`src/rtl/ibex_pkg_pext.sv`:
```
// Shared types and constants for the P-extension multiplier decode and sequencer.
// Rounding constants are applied before the upper slice of a product is taken.
package ibex_pkg_pext;

  typedef enum logic [1:0] {
    MULT_PEXT_M16X16 = 2'd0,
    MULT_PEXT_M8X8   = 2'd1,
    MULT_PEXT_M32X16 = 2'd2,
    MULT_PEXT_M32X32 = 2'd3
  } mult_pext_mode_e;

  typedef enum logic [2:0] {
    MULT_SEQ_IDLE = 3'd0,
    MULT_SEQ_LO   = 3'd1,
    MULT_SEQ_HI   = 3'd2,
    MULT_SEQ_ACC  = 3'd3,
    MULT_SEQ_DONE = 3'd4
  } mult_pext_seq_state_e;

  localparam logic [63:0] RND_M32X32 = 64'h0000_0000_8000_0000;
  localparam logic [49:0] RND_M32X16 = 50'h0_0000_0000_8000;

  function automatic logic [63:0] sext64(input logic [49:0] v);
    return {{14{v[49]}}, v};
  endfunction

endpackage

```
`src/rtl/ibex_mult_pext_seq_if.sv`:
```
// Request/result bundle between the EX stage and the P-ext multiply sequencer.
// The master drives requests and consumes results; the slave is the sequencer.
interface ibex_mult_pext_seq_if;
  import ibex_pkg_pext::*;

  logic            req_valid_i;
  logic            req_ready_o;
  logic            kill_i;
  mult_pext_mode_e mult_mode_i;
  logic [1:0]      cycle_count_i;
  logic            accum_i;
  logic            sub_i;
  logic            saturate_i;
  logic            crossed_i;
  logic            signed_a_i;
  logic            signed_b_i;
  logic            high_i;
  logic            round_i;
  logic [31:0]     op_a_i;
  logic [31:0]     op_b_i;
  logic [31:0]     op_c_i;
  logic            res_valid_o;
  logic            res_ready_i;
  logic [31:0]     result_o;
  logic            ov_o;

  modport master (
    output req_valid_i, kill_i, mult_mode_i, cycle_count_i, accum_i, sub_i,
           saturate_i, crossed_i, signed_a_i, signed_b_i, high_i, round_i,
           op_a_i, op_b_i, op_c_i, res_ready_i,
    input  req_ready_o, res_valid_o, result_o, ov_o
  );

  modport slave (
    input  req_valid_i, kill_i, mult_mode_i, cycle_count_i, accum_i, sub_i,
           saturate_i, crossed_i, signed_a_i, signed_b_i, high_i, round_i,
           op_a_i, op_b_i, op_c_i, res_ready_i,
    output req_ready_o, res_valid_o, result_o, ov_o
  );

endinterface

```
`src/rtl/ibex_mult_pext_sat.sv`:
```
// rd accumulate/subtract on 33 bits with optional signed 32-bit saturation.
module ibex_mult_pext_sat (
  input  logic [31:0] op_c,
  input  logic [31:0] m,
  input  logic        sub,
  input  logic        saturate,
  output logic [31:0] result,
  output logic        ov
);

  logic [32:0] s;

  always_comb begin
    s      = sub ? ({op_c[31], op_c} - {m[31], m}) : ({op_c[31], op_c} + {m[31], m});
    result = s[31:0];
    ov     = 1'b0;
    // Bits 32 and 31 disagree only when the signed 32-bit range was exceeded.
    if (saturate && (s[32] != s[31])) begin
      ov     = 1'b1;
      result = s[32] ? 32'h8000_0000 : 32'h7FFF_FFFF;
    end
  end

endmodule

```
`src/rtl/ibex_mult_pext_seq.sv`:
```
// Multi-cycle sequencer for P-ext M32x32/M32x16 multiplies on one shared 33x17
// signed multiplier, with optional rd accumulate and saturation.
module ibex_mult_pext_seq
  import ibex_pkg_pext::*;
(
  input  logic                 clk_i,
  input  logic                 rst_i,
  ibex_mult_pext_seq_if.slave  bus
);

  mult_pext_seq_state_e state_reg;
  mult_pext_mode_e      mode_reg;
  logic                 cyc3_reg;
  logic                 accum_reg;
  logic                 sub_reg;
  logic                 sat_reg;
  logic                 crossed_reg;
  logic                 signed_a_reg;
  logic                 signed_b_reg;
  logic                 high_reg;
  logic                 round_reg;
  logic [31:0]          a_reg;
  logic [31:0]          b_reg;
  logic [31:0]          c_reg;
  logic [63:0]          acc_reg;
  logic [31:0]          result_reg;
  logic                 ov_reg;

  logic signed [32:0]   a_ext;
  logic signed [16:0]   b_ext;
  logic [15:0]          b_half;
  logic signed [49:0]   prod;
  logic [49:0]          prod_rnd;
  logic [63:0]          acc_hi;
  logic [31:0]          m_hi;
  logic [31:0]          m_acc;
  logic [31:0]          sat_result;
  logic                 sat_ov;

  assign a_ext  = {signed_a_reg & a_reg[31], a_reg};
  assign b_half = crossed_reg ? b_reg[31:16] : b_reg[15:0];

  // The low half of B is always unsigned in the first M32x32 pass.
  always_comb begin
    b_ext = {1'b0, b_reg[15:0]};
    if (mode_reg == MULT_PEXT_M32X16) begin
      b_ext = {signed_b_reg & b_half[15], b_half};
    end else if (state_reg == MULT_SEQ_HI) begin
      b_ext = {signed_b_reg & b_reg[31], b_reg[31:16]};
    end
  end

  assign prod     = a_ext * b_ext;
  assign prod_rnd = prod + (round_reg ? RND_M32X16 : 50'd0);
  assign acc_hi   = acc_reg + (sext64(prod) << 16)
                  + ((round_reg && high_reg) ? RND_M32X32 : 64'd0);
  assign m_hi     = high_reg ? acc_hi[63:32] : acc_hi[31:0];
  assign m_acc    = high_reg ? acc_reg[63:32] : acc_reg[31:0];

  ibex_mult_pext_sat u_sat (
    .op_c     (c_reg),
    .m        (m_acc),
    .sub      (sub_reg),
    .saturate (sat_reg),
    .result   (sat_result),
    .ov       (sat_ov)
  );

  always_ff @(posedge clk_i) begin
    if (rst_i) begin
      state_reg  <= MULT_SEQ_IDLE;
      acc_reg    <= 64'd0;
      result_reg <= 32'd0;
      ov_reg     <= 1'b0;
    end else if (bus.kill_i && (state_reg != MULT_SEQ_IDLE)) begin
      state_reg <= MULT_SEQ_IDLE;
    end else begin
      case (state_reg)
        MULT_SEQ_IDLE: begin
          if (bus.req_valid_i && !bus.kill_i) begin
            mode_reg     <= bus.mult_mode_i;
            cyc3_reg     <= (bus.cycle_count_i == 2'b11);
            accum_reg    <= bus.accum_i;
            sub_reg      <= bus.sub_i;
            sat_reg      <= bus.saturate_i;
            crossed_reg  <= bus.crossed_i;
            signed_a_reg <= bus.signed_a_i;
            signed_b_reg <= bus.signed_b_i;
            high_reg     <= bus.high_i;
            round_reg    <= bus.round_i;
            a_reg        <= bus.op_a_i;
            b_reg        <= bus.op_b_i;
            c_reg        <= bus.op_c_i;
            state_reg    <= MULT_SEQ_LO;
          end
        end
        MULT_SEQ_LO: begin
          case (mode_reg)
            MULT_PEXT_M32X32: begin
              acc_reg   <= sext64(prod);
              state_reg <= MULT_SEQ_HI;
            end
            MULT_PEXT_M32X16: begin
              result_reg <= prod_rnd[47:16];
              ov_reg     <= 1'b0;
              state_reg  <= MULT_SEQ_DONE;
            end
            default: begin
              result_reg <= 32'd0;
              ov_reg     <= 1'b0;
              state_reg  <= MULT_SEQ_DONE;
            end
          endcase
        end
        MULT_SEQ_HI: begin
          if (cyc3_reg || accum_reg) begin
            acc_reg   <= acc_hi;
            state_reg <= MULT_SEQ_ACC;
          end else begin
            result_reg <= m_hi;
            ov_reg     <= 1'b0;
            state_reg  <= MULT_SEQ_DONE;
          end
        end
        MULT_SEQ_ACC: begin
          result_reg <= sat_result;
          ov_reg     <= sat_ov;
          state_reg  <= MULT_SEQ_DONE;
        end
        MULT_SEQ_DONE: begin
          if (bus.res_ready_i) state_reg <= MULT_SEQ_IDLE;
        end
        default: state_reg <= MULT_SEQ_IDLE;
      endcase
    end
  end

  assign bus.req_ready_o = (state_reg == MULT_SEQ_IDLE) && !rst_i;
  assign bus.res_valid_o = (state_reg == MULT_SEQ_DONE);
  assign bus.result_o    = result_reg;
  assign bus.ov_o        = ov_reg;

endmodule
```
`src/flat_wrapper.sv`:
```
// flat-port wrapper written by rule: the top's interface ports become plain ports
module ibex_mult_pext_seq_flat import ibex_pkg_pext::*;
  (clk_i, rst_i, bus_req_valid_i, bus_kill_i, bus_mult_mode_i, bus_cycle_count_i, bus_accum_i, bus_sub_i, bus_saturate_i, bus_crossed_i, bus_signed_a_i, bus_signed_b_i, bus_high_i, bus_round_i, bus_op_a_i, bus_op_b_i, bus_op_c_i, bus_res_ready_i, bus_req_ready_o, bus_res_valid_o, bus_result_o, bus_ov_o);
  ibex_mult_pext_seq_if bus_i ();
  input  logic clk_i;
  input  logic rst_i;
  input wire logic [$bits(bus_i.req_valid_i)-1:0] bus_req_valid_i;
  input wire logic [$bits(bus_i.kill_i)-1:0] bus_kill_i;
  input wire logic [$bits(bus_i.mult_mode_i)-1:0] bus_mult_mode_i;
  input wire logic [$bits(bus_i.cycle_count_i)-1:0] bus_cycle_count_i;
  input wire logic [$bits(bus_i.accum_i)-1:0] bus_accum_i;
  input wire logic [$bits(bus_i.sub_i)-1:0] bus_sub_i;
  input wire logic [$bits(bus_i.saturate_i)-1:0] bus_saturate_i;
  input wire logic [$bits(bus_i.crossed_i)-1:0] bus_crossed_i;
  input wire logic [$bits(bus_i.signed_a_i)-1:0] bus_signed_a_i;
  input wire logic [$bits(bus_i.signed_b_i)-1:0] bus_signed_b_i;
  input wire logic [$bits(bus_i.high_i)-1:0] bus_high_i;
  input wire logic [$bits(bus_i.round_i)-1:0] bus_round_i;
  input wire logic [$bits(bus_i.op_a_i)-1:0] bus_op_a_i;
  input wire logic [$bits(bus_i.op_b_i)-1:0] bus_op_b_i;
  input wire logic [$bits(bus_i.op_c_i)-1:0] bus_op_c_i;
  input wire logic [$bits(bus_i.res_ready_i)-1:0] bus_res_ready_i;
  output wire logic [$bits(bus_i.req_ready_o)-1:0] bus_req_ready_o;
  output wire logic [$bits(bus_i.res_valid_o)-1:0] bus_res_valid_o;
  output wire logic [$bits(bus_i.result_o)-1:0] bus_result_o;
  output wire logic [$bits(bus_i.ov_o)-1:0] bus_ov_o;
  assign bus_i.req_valid_i = bus_req_valid_i;
  assign bus_i.kill_i = bus_kill_i;
  assign bus_i.mult_mode_i = bus_mult_mode_i;
  assign bus_i.cycle_count_i = bus_cycle_count_i;
  assign bus_i.accum_i = bus_accum_i;
  assign bus_i.sub_i = bus_sub_i;
  assign bus_i.saturate_i = bus_saturate_i;
  assign bus_i.crossed_i = bus_crossed_i;
  assign bus_i.signed_a_i = bus_signed_a_i;
  assign bus_i.signed_b_i = bus_signed_b_i;
  assign bus_i.high_i = bus_high_i;
  assign bus_i.round_i = bus_round_i;
  assign bus_i.op_a_i = bus_op_a_i;
  assign bus_i.op_b_i = bus_op_b_i;
  assign bus_i.op_c_i = bus_op_c_i;
  assign bus_i.res_ready_i = bus_res_ready_i;
  assign bus_req_ready_o = bus_i.req_ready_o;
  assign bus_res_valid_o = bus_i.res_valid_o;
  assign bus_result_o = bus_i.result_o;
  assign bus_ov_o = bus_i.ov_o;
  ibex_mult_pext_seq u_core (.clk_i(clk_i), .rst_i(rst_i), .bus(bus_i));
endmodule
```
`config.mk`:
```
export PLATFORM = sky130hd
export DESIGN_NAME = ibex_mult_pext_seq_flat
export DESIGN_NICKNAME = d
export VERILOG_FILES = /design/src/rtl/ibex_pkg_pext.sv /design/src/rtl/ibex_mult_pext_seq_if.sv /design/src/rtl/ibex_mult_pext_sat.sv /design/src/rtl/ibex_mult_pext_seq.sv /design/src/flat_wrapper.sv
export SDC_FILE = /design/constraint.sdc
export NUM_CORES = 2
export LEC_CHECK = 0
export BUFFER_PORTS_ARGS = -buffer_cell sky130_fd_sc_hd__buf_2
export CAP_MARGIN = 30
export CORE_MARGIN = 3
export CORE_UTILIZATION = 60
export CTS_CLUSTER_DIAMETER = 120
export DETAILED_ROUTE_END_ITERATION = 8
export GPL_ROUTABILITY_DRIVEN = 0
export GPL_TIMING_DRIVEN = 0
export PLACE_DENSITY = 0.78
export SYNTH_ARGS = -nofsm -noshare
export SYNTH_HDL_FRONTEND = slang
export SYNTH_SLANG_ARGS = --single-unit
```
`constraint.sdc`:
```
create_clock -name clk_i -period 18.25 [get_ports clk_i]
set_clock_uncertainty 0.05 [all_clocks]
set_input_delay 4.5625 -clock clk_i [delete_from_list [all_inputs] [get_ports clk_i]]
set_output_delay 4.5625 -clock clk_i [all_outputs]
set_load 0.005 [all_outputs]
```
# Word-level counts from Yosys, hierarchy flattened
# Index checks and enable logic that the tools add are counted.
[word_totals]
input_bits = 113
reg_bits = 207
output_inout_bits = 35
word_cells = 84
[op_classes]
reduce_logical = 17
bitwise = 5
n_addsub = 5
n_mul = 1
muxes = 25
eq_ne = 14
[ops]
columns = ["op", "count"]
rows = [
  ["$mux W32", 6],
  ["$add A64 B64 Y64", 2],
  ["$mux W64", 2],
  ["$pmux W64 S2", 1],
  ["$pmux W32 S3", 1],
  ["$pmux W32 S2", 1],
  ["$mul A33 B17 Y50", 1],
  ["$add A48 B48 Y48", 1],
  ["$mux W17", 2],
  ["$add A32 B32 Y33", 1],
  ["$mux W33", 1],
  ["$sub A32 B32 Y33", 1],
  ["$mux W16", 2],
  ["$pmux W3 S5", 1],
  ["$mux W3", 4],
  ["$reduce_and A4 Y1", 3],
  ["$ne A2 B2 Y1 const B", 4],
  ["$eq A2 B2 Y1 const B", 3],
  ["$eq A3 B2 Y1 const B", 2],
  ["$reduce_bool A3 Y1", 2],
  ["$logic_and A1 B1 Y1", 5],
  ["$ne A2 B1 Y1 const B", 2],
  ["$and A1 B1 Y1", 3],
  ["$eq A3 B1 Y1 const B", 1],
  ["other kinds (11)", 15],
]

# Logic depth before layout (Yosys ltp)
[depth]
word_depth = 9
mapped_depth = 43
depth_no_buf = 39

# Hierarchy
# From an unflattened synthesis, not the netlist that was laid out.
[unflattened]
cells_unflattened = 4068
hier_area_um2 = 35432.7
[modules_own_cells]
columns = ["module", "area_each_um2", "cells_per_inst", "seq_area_each_um2", "instances"]
rows = [
  ["ibex_mult_pext_seq", 32682.6, 3675, 5215.0, 1],
  ["ibex_mult_pext_sat", 2750.1, 393, 0.0, 1],
]

# Worst setup path after synthesis
# No wires, ideal clock.
[synth_timing]
path_kind = "input-to-reg"
startpoint = "in rst_i"
endpoint = "reg u_core.a_reg[0] (enable)"
t_required_ps = 17353
path_buffers = 2
path_stages = 3
setup_slack_ps = 2267
t_arrival_ps = 15085
path_cell_list = "clkbuf_1 > clkbuf_1 > nor4_1"
[synth_via]
elab_chain_len = 2
[synth_rtl]
columns = ["element", "line", "rtl"]
rows = [
  ["start, declared", "flat_wrapper.sv:6", "input logic rst_i;"],
  ["$not A1 Y1 (no source line)", "-", ""],
  ["$reduce_and A4 Y1 (no source line)", "-", ""],
  ["end signal, assigned", "ibex_mult_pext_seq.sv:91", "a_reg <= bus.op_a_i;"],
  ["end, declared", "ibex_mult_pext_seq.sv:22", "logic [31:0] a_reg;"],
]
# Every way passes these cells.
# A chain may end at the register's enable or synchronous reset.

# Final worst setup path
[layout_timing]
startpoint = "reg u_core.state_reg[2]"
endpoint = "reg u_core.result_reg[31], in the netlist u_core.bus.result_o[31]"
[layout_via]
elab_chain_len = 9
elab_cells_between_ends = 20
[layout_rtl]
columns = ["element", "line", "rtl"]
rows = [
  ["start, declared", "ibex_mult_pext_seq.sv:11", "mult_pext_seq_state_e state_reg;"],
  ["start signal, assigned", "ibex_mult_pext_seq.sv:71", "state_reg <= MULT_SEQ_IDLE;"],
  ["start signal, assigned", "ibex_mult_pext_seq.sv:76", "state_reg <= MULT_SEQ_IDLE;"],
  ["start signal, assigned", "ibex_mult_pext_seq.sv:94", "state_reg <= MULT_SEQ_LO;"],
  ["$eq A3 B2 Y1", "ibex_mult_pext_seq.sv:48, ibex_mult_pext_seq.sv:78", ""],
  ["$mux W17", "ibex_mult_pext_seq.sv:48", "end else if (state_reg == MULT_SEQ_HI) begin"],
  ["$mux W17", "ibex_mult_pext_seq.sv:46", "if (mode_reg == MULT_PEXT_M32X16) begin"],
  ["$mul A33 B17 Y50", "ibex_mult_pext_seq.sv:53", "assign prod = a_ext * b_ext;"],
  ["$add A64 B64 Y64", "ibex_mult_pext_seq.sv:55", "assign acc_hi = acc_reg + (sext64(prod) << 16)"],
  ["$add A64 B64 Y64", "ibex_mult_pext_seq.sv:56", "+ ((round_reg && high_reg) ? RND_M32X32 : 64'd0);"],
  ["$mux W32", "ibex_mult_pext_seq.sv:57", "assign m_hi = high_reg ? acc_hi[63:32] : acc_hi[31:0];"],
  ["$mux W32", "ibex_mult_pext_seq.sv:116", "if (cyc3_reg || accum_reg) begin"],
  ["$pmux W32 S3", "ibex_mult_pext_seq.sv:78", "case (state_reg)"],
  ["end signal, assigned", "ibex_mult_pext_seq.sv:104", "result_reg <= prod_rnd[47:16];"],
  ["end signal, assigned", "ibex_mult_pext_seq.sv:120", "result_reg <= m_hi;"],
  ["end signal, assigned", "ibex_mult_pext_seq.sv:126", "result_reg <= sat_result;"],
  ["end, declared", "ibex_mult_pext_seq.sv:26", "logic [31:0] result_reg;"],
]
# Several ways; a longest one is shown, not always the timed one. The select of a mux whose other input is x is not followed.

==> run_results.csv <==
group,metric,value,unit
setup_path,crit_fanout,10,
timing,timing.final.ws_setup,4490,ps
flow_run,cap_viol_max_count,0,
synthesis,yosys_most_used_dff,"edfxtp_1",
cts,cts_tree,"done",
cts,ctsLongestPathBuffers,3,
synthesis,yosys_warnings,0,
timing,fmax,72.7,MHz
global_routing,grt_overflow,0,
setup_path,startpoint_type,"register",
floorplan,die_x,247,microns
timing,maxSlewViolCount,0,
layout,drive_gt1_share,6.53,%
synthesis,synth_most_common_cell,"inv_1",
synthesis,synthesis.area,34900,sq um
synthesis,synth.avg_cell_area,8.64,sq um
floorplan,die-area,61100,sq um
floorplan,die_h,247,microns
timing,worst_pin_slew,1130,ps
synthesis,synth_largest_area_cell,"fa_1",
global_routing,grt_pass1_vias,30900,
synthesis,synth-seq-cells,207,
global_routing,antenna_found_initial,2,
floorplan,rows,87,
synthesis,ys_top_cells_by_area,"fa_1 31%, edfxtp_1 9.2%, ha_1 8.7%, inv_1 7.0%, dfxtp_1 5.7%",
synthesis,synth_cell_types,90,
timing,timing.slew.headroom,23.8,%
synthesis,synthCells,4043,
hold_path,hold_path_class,"register to register",
cts,numCtsBuffers,26,
synthesis,async_reset_ff_share,0,%
cts,cts_max_level,1,
setup_path,slowest_stage,"clkbuf_1",
route,viasPerCell,6.17,
timing,setup_viol,0,
synthesis,ys_seq_area_share,14.9,%
floorplan,start_util,61.2,%
global_routing,grt_util_all_layers,36.8,%
timing,fin_crit_sh,75.4,%
setup_path,critPathMaxStageDelay,810,ps
setup_path,crit_buf_inv,13,
route,routedWlPerCell,22.1,microns
route,vias,30900,
placed_design,place_hpwl,90.9,mm
floorplan,core,57000,sq um
route,routed_wl,111,mm
cts,clk_latency,600,ps
synthesis,synth.top_cell.area_share,30.9,%
status,status,"finished, final reports clean",
setup_path,cp.arrival,14180,ps
layout,largest_reg_flops,64,
route,first_pass_iters,8,
placed_design,port_buffers,147,
route,drt_iter0_drc,3721,
route,drc_errors,0,
setup_path,critical_path_required,18670,ps
synthesis,synth_common_cells,"647 x inv_1, 539 x fa_1, 504 x nand2_1",
setup_path,regToRegSetupSlack,4490,ps
placed_design,pre_cts_ws,4950,ps
synthesis,syn_nets,4938,
cts,clkSinkCount,207,
global_routing,grt_max_degree,14,
cts,cts_setup_buffers,0,
cts,path_clk_slew,60,ps
synthesis,synth_edf_count,107,
setup_path,path_delay_family,"adder cells",
cts,ctsHoldBuffers,0,
timing,hold_viol,0,
setup_path,critical_path_class,"register to register",
route,antenna_left,0,
layout,nNetsFinal,5131,
floorplan,ios,148,
timing,fin_crit,13760,ps
global_routing,grt_pass1_wl,171,mm
cts,clockRootBuffer,"clkbuf_16",
setup_path,end_kind,"register",
timing,rsz0062_at_grt,"false",
cts,cts_resized,0,
layout,areaGrowthSynthToFinish,7.83,%
==> routing by layer <==
metal	share of wire [%]	GRT usage, %
met5	0.18	1.47
met1	37	47.4
met3	14	13.8
met4	6.5	18.7
met2	42	54.4
==> layout make-up <==
cell class	instances	area [sq um]
inverter	647	2430
buffer	193	766
antenna	4	10.0
clock buffer	39	793
sequential	207	5220
clock inverter	8	87.6
timing repair buffer	165	883
fill	4846	19400
multi-input combinational	2996	26500
tap	756	946
==> worst min-delay path, delay by kind of cell, from the launching register on <==
family | cells | cell delay, ps
AO/OA/AOI/OAI | 1 | 50
flip-flops | 1 | 330
AND/OR/NAND/NOR | 1 | 60
==> cell families after synthesis <==
group | count (synthesis) | synth area share [%]
and+or+nand+nor | 1297 | 17.8
buffers and inverters | 840 | 9.14
adders and majority gates | 782 | 39.6
AOI/OAI and AO/OA | 709 | 12.9
DFF | 207 | 14.9
xor gates and xnor gates | 158 | 4.07
muxes | 50 | 1.49
==> per-stage QoR <==
| step | hold WS (ps) | utilization (%) | instances | instance area [sq um] | setup TNS (ps) |
|---|---|---|---|---|---|
| floorplan | 398 | - | 4043 | 34900 | 0 |
| global placement | 415 | 64.2 | 4946 | 36600 | -294670 |
| detailed placement | 423 | 64.5 | 4964 | 36800 | 0 |
| CTS | 432 | 66.0 | 5011 | 37700 | 0 |
| global route | 440 | 66.0 | 5011 | 37700 | 0 |
| finish | 437 | 66.0 | 5015 | 37700 | 0 |
==> cells in the final DEF (no fill, tap or decap), types with 16 or more instances in the layout <==
cell type and instances:
a211oi_1 38, a21o_1 58, a21oi_1 224, a311oi_1 21, a31oi_1 27, and2_1 183
and3_1 21, buf_2 153, buf_4 16, clkbuf_1 179, clkbuf_16 29, dfxtp_1 100
edfxtp_1 107, fa_1 539, ha_1 243, inv_1 647, mux2_2 16, mux2i_1 32
nand2_1 504, nand2b_1 16, nand3_1 45, nand4_1 31, nor2_1 236, nor2b_1 88
nor3_1 63, o211ai_1 24, o21a_1 21, o21ai_0 146, o21bai_1 19, or2_2 24
or3_1 21, xnor2_1 83, xor2_1 72
==> path summary, 6_finish.rpt <==
| kind | depth (start not counted) | from | endpoint |
|---|---|---|---|
| setup / recovery | 44 | u_core.state_reg[2] | u_core.bus.result_o[31] |
| hold reg to reg | 2 | u_core.bus.ov_o | u_core.bus.ov_o |
| hold / removal | 2 | u_core.bus.ov_o | u_core.bus.ov_o |
| setup reg to reg | 44 | u_core.state_reg[2] | u_core.bus.result_o[31] |
Power is left out: the tool's default activity adds up to more than one toggle a clock period on the data nets, which glitch-free logic cannot reach.
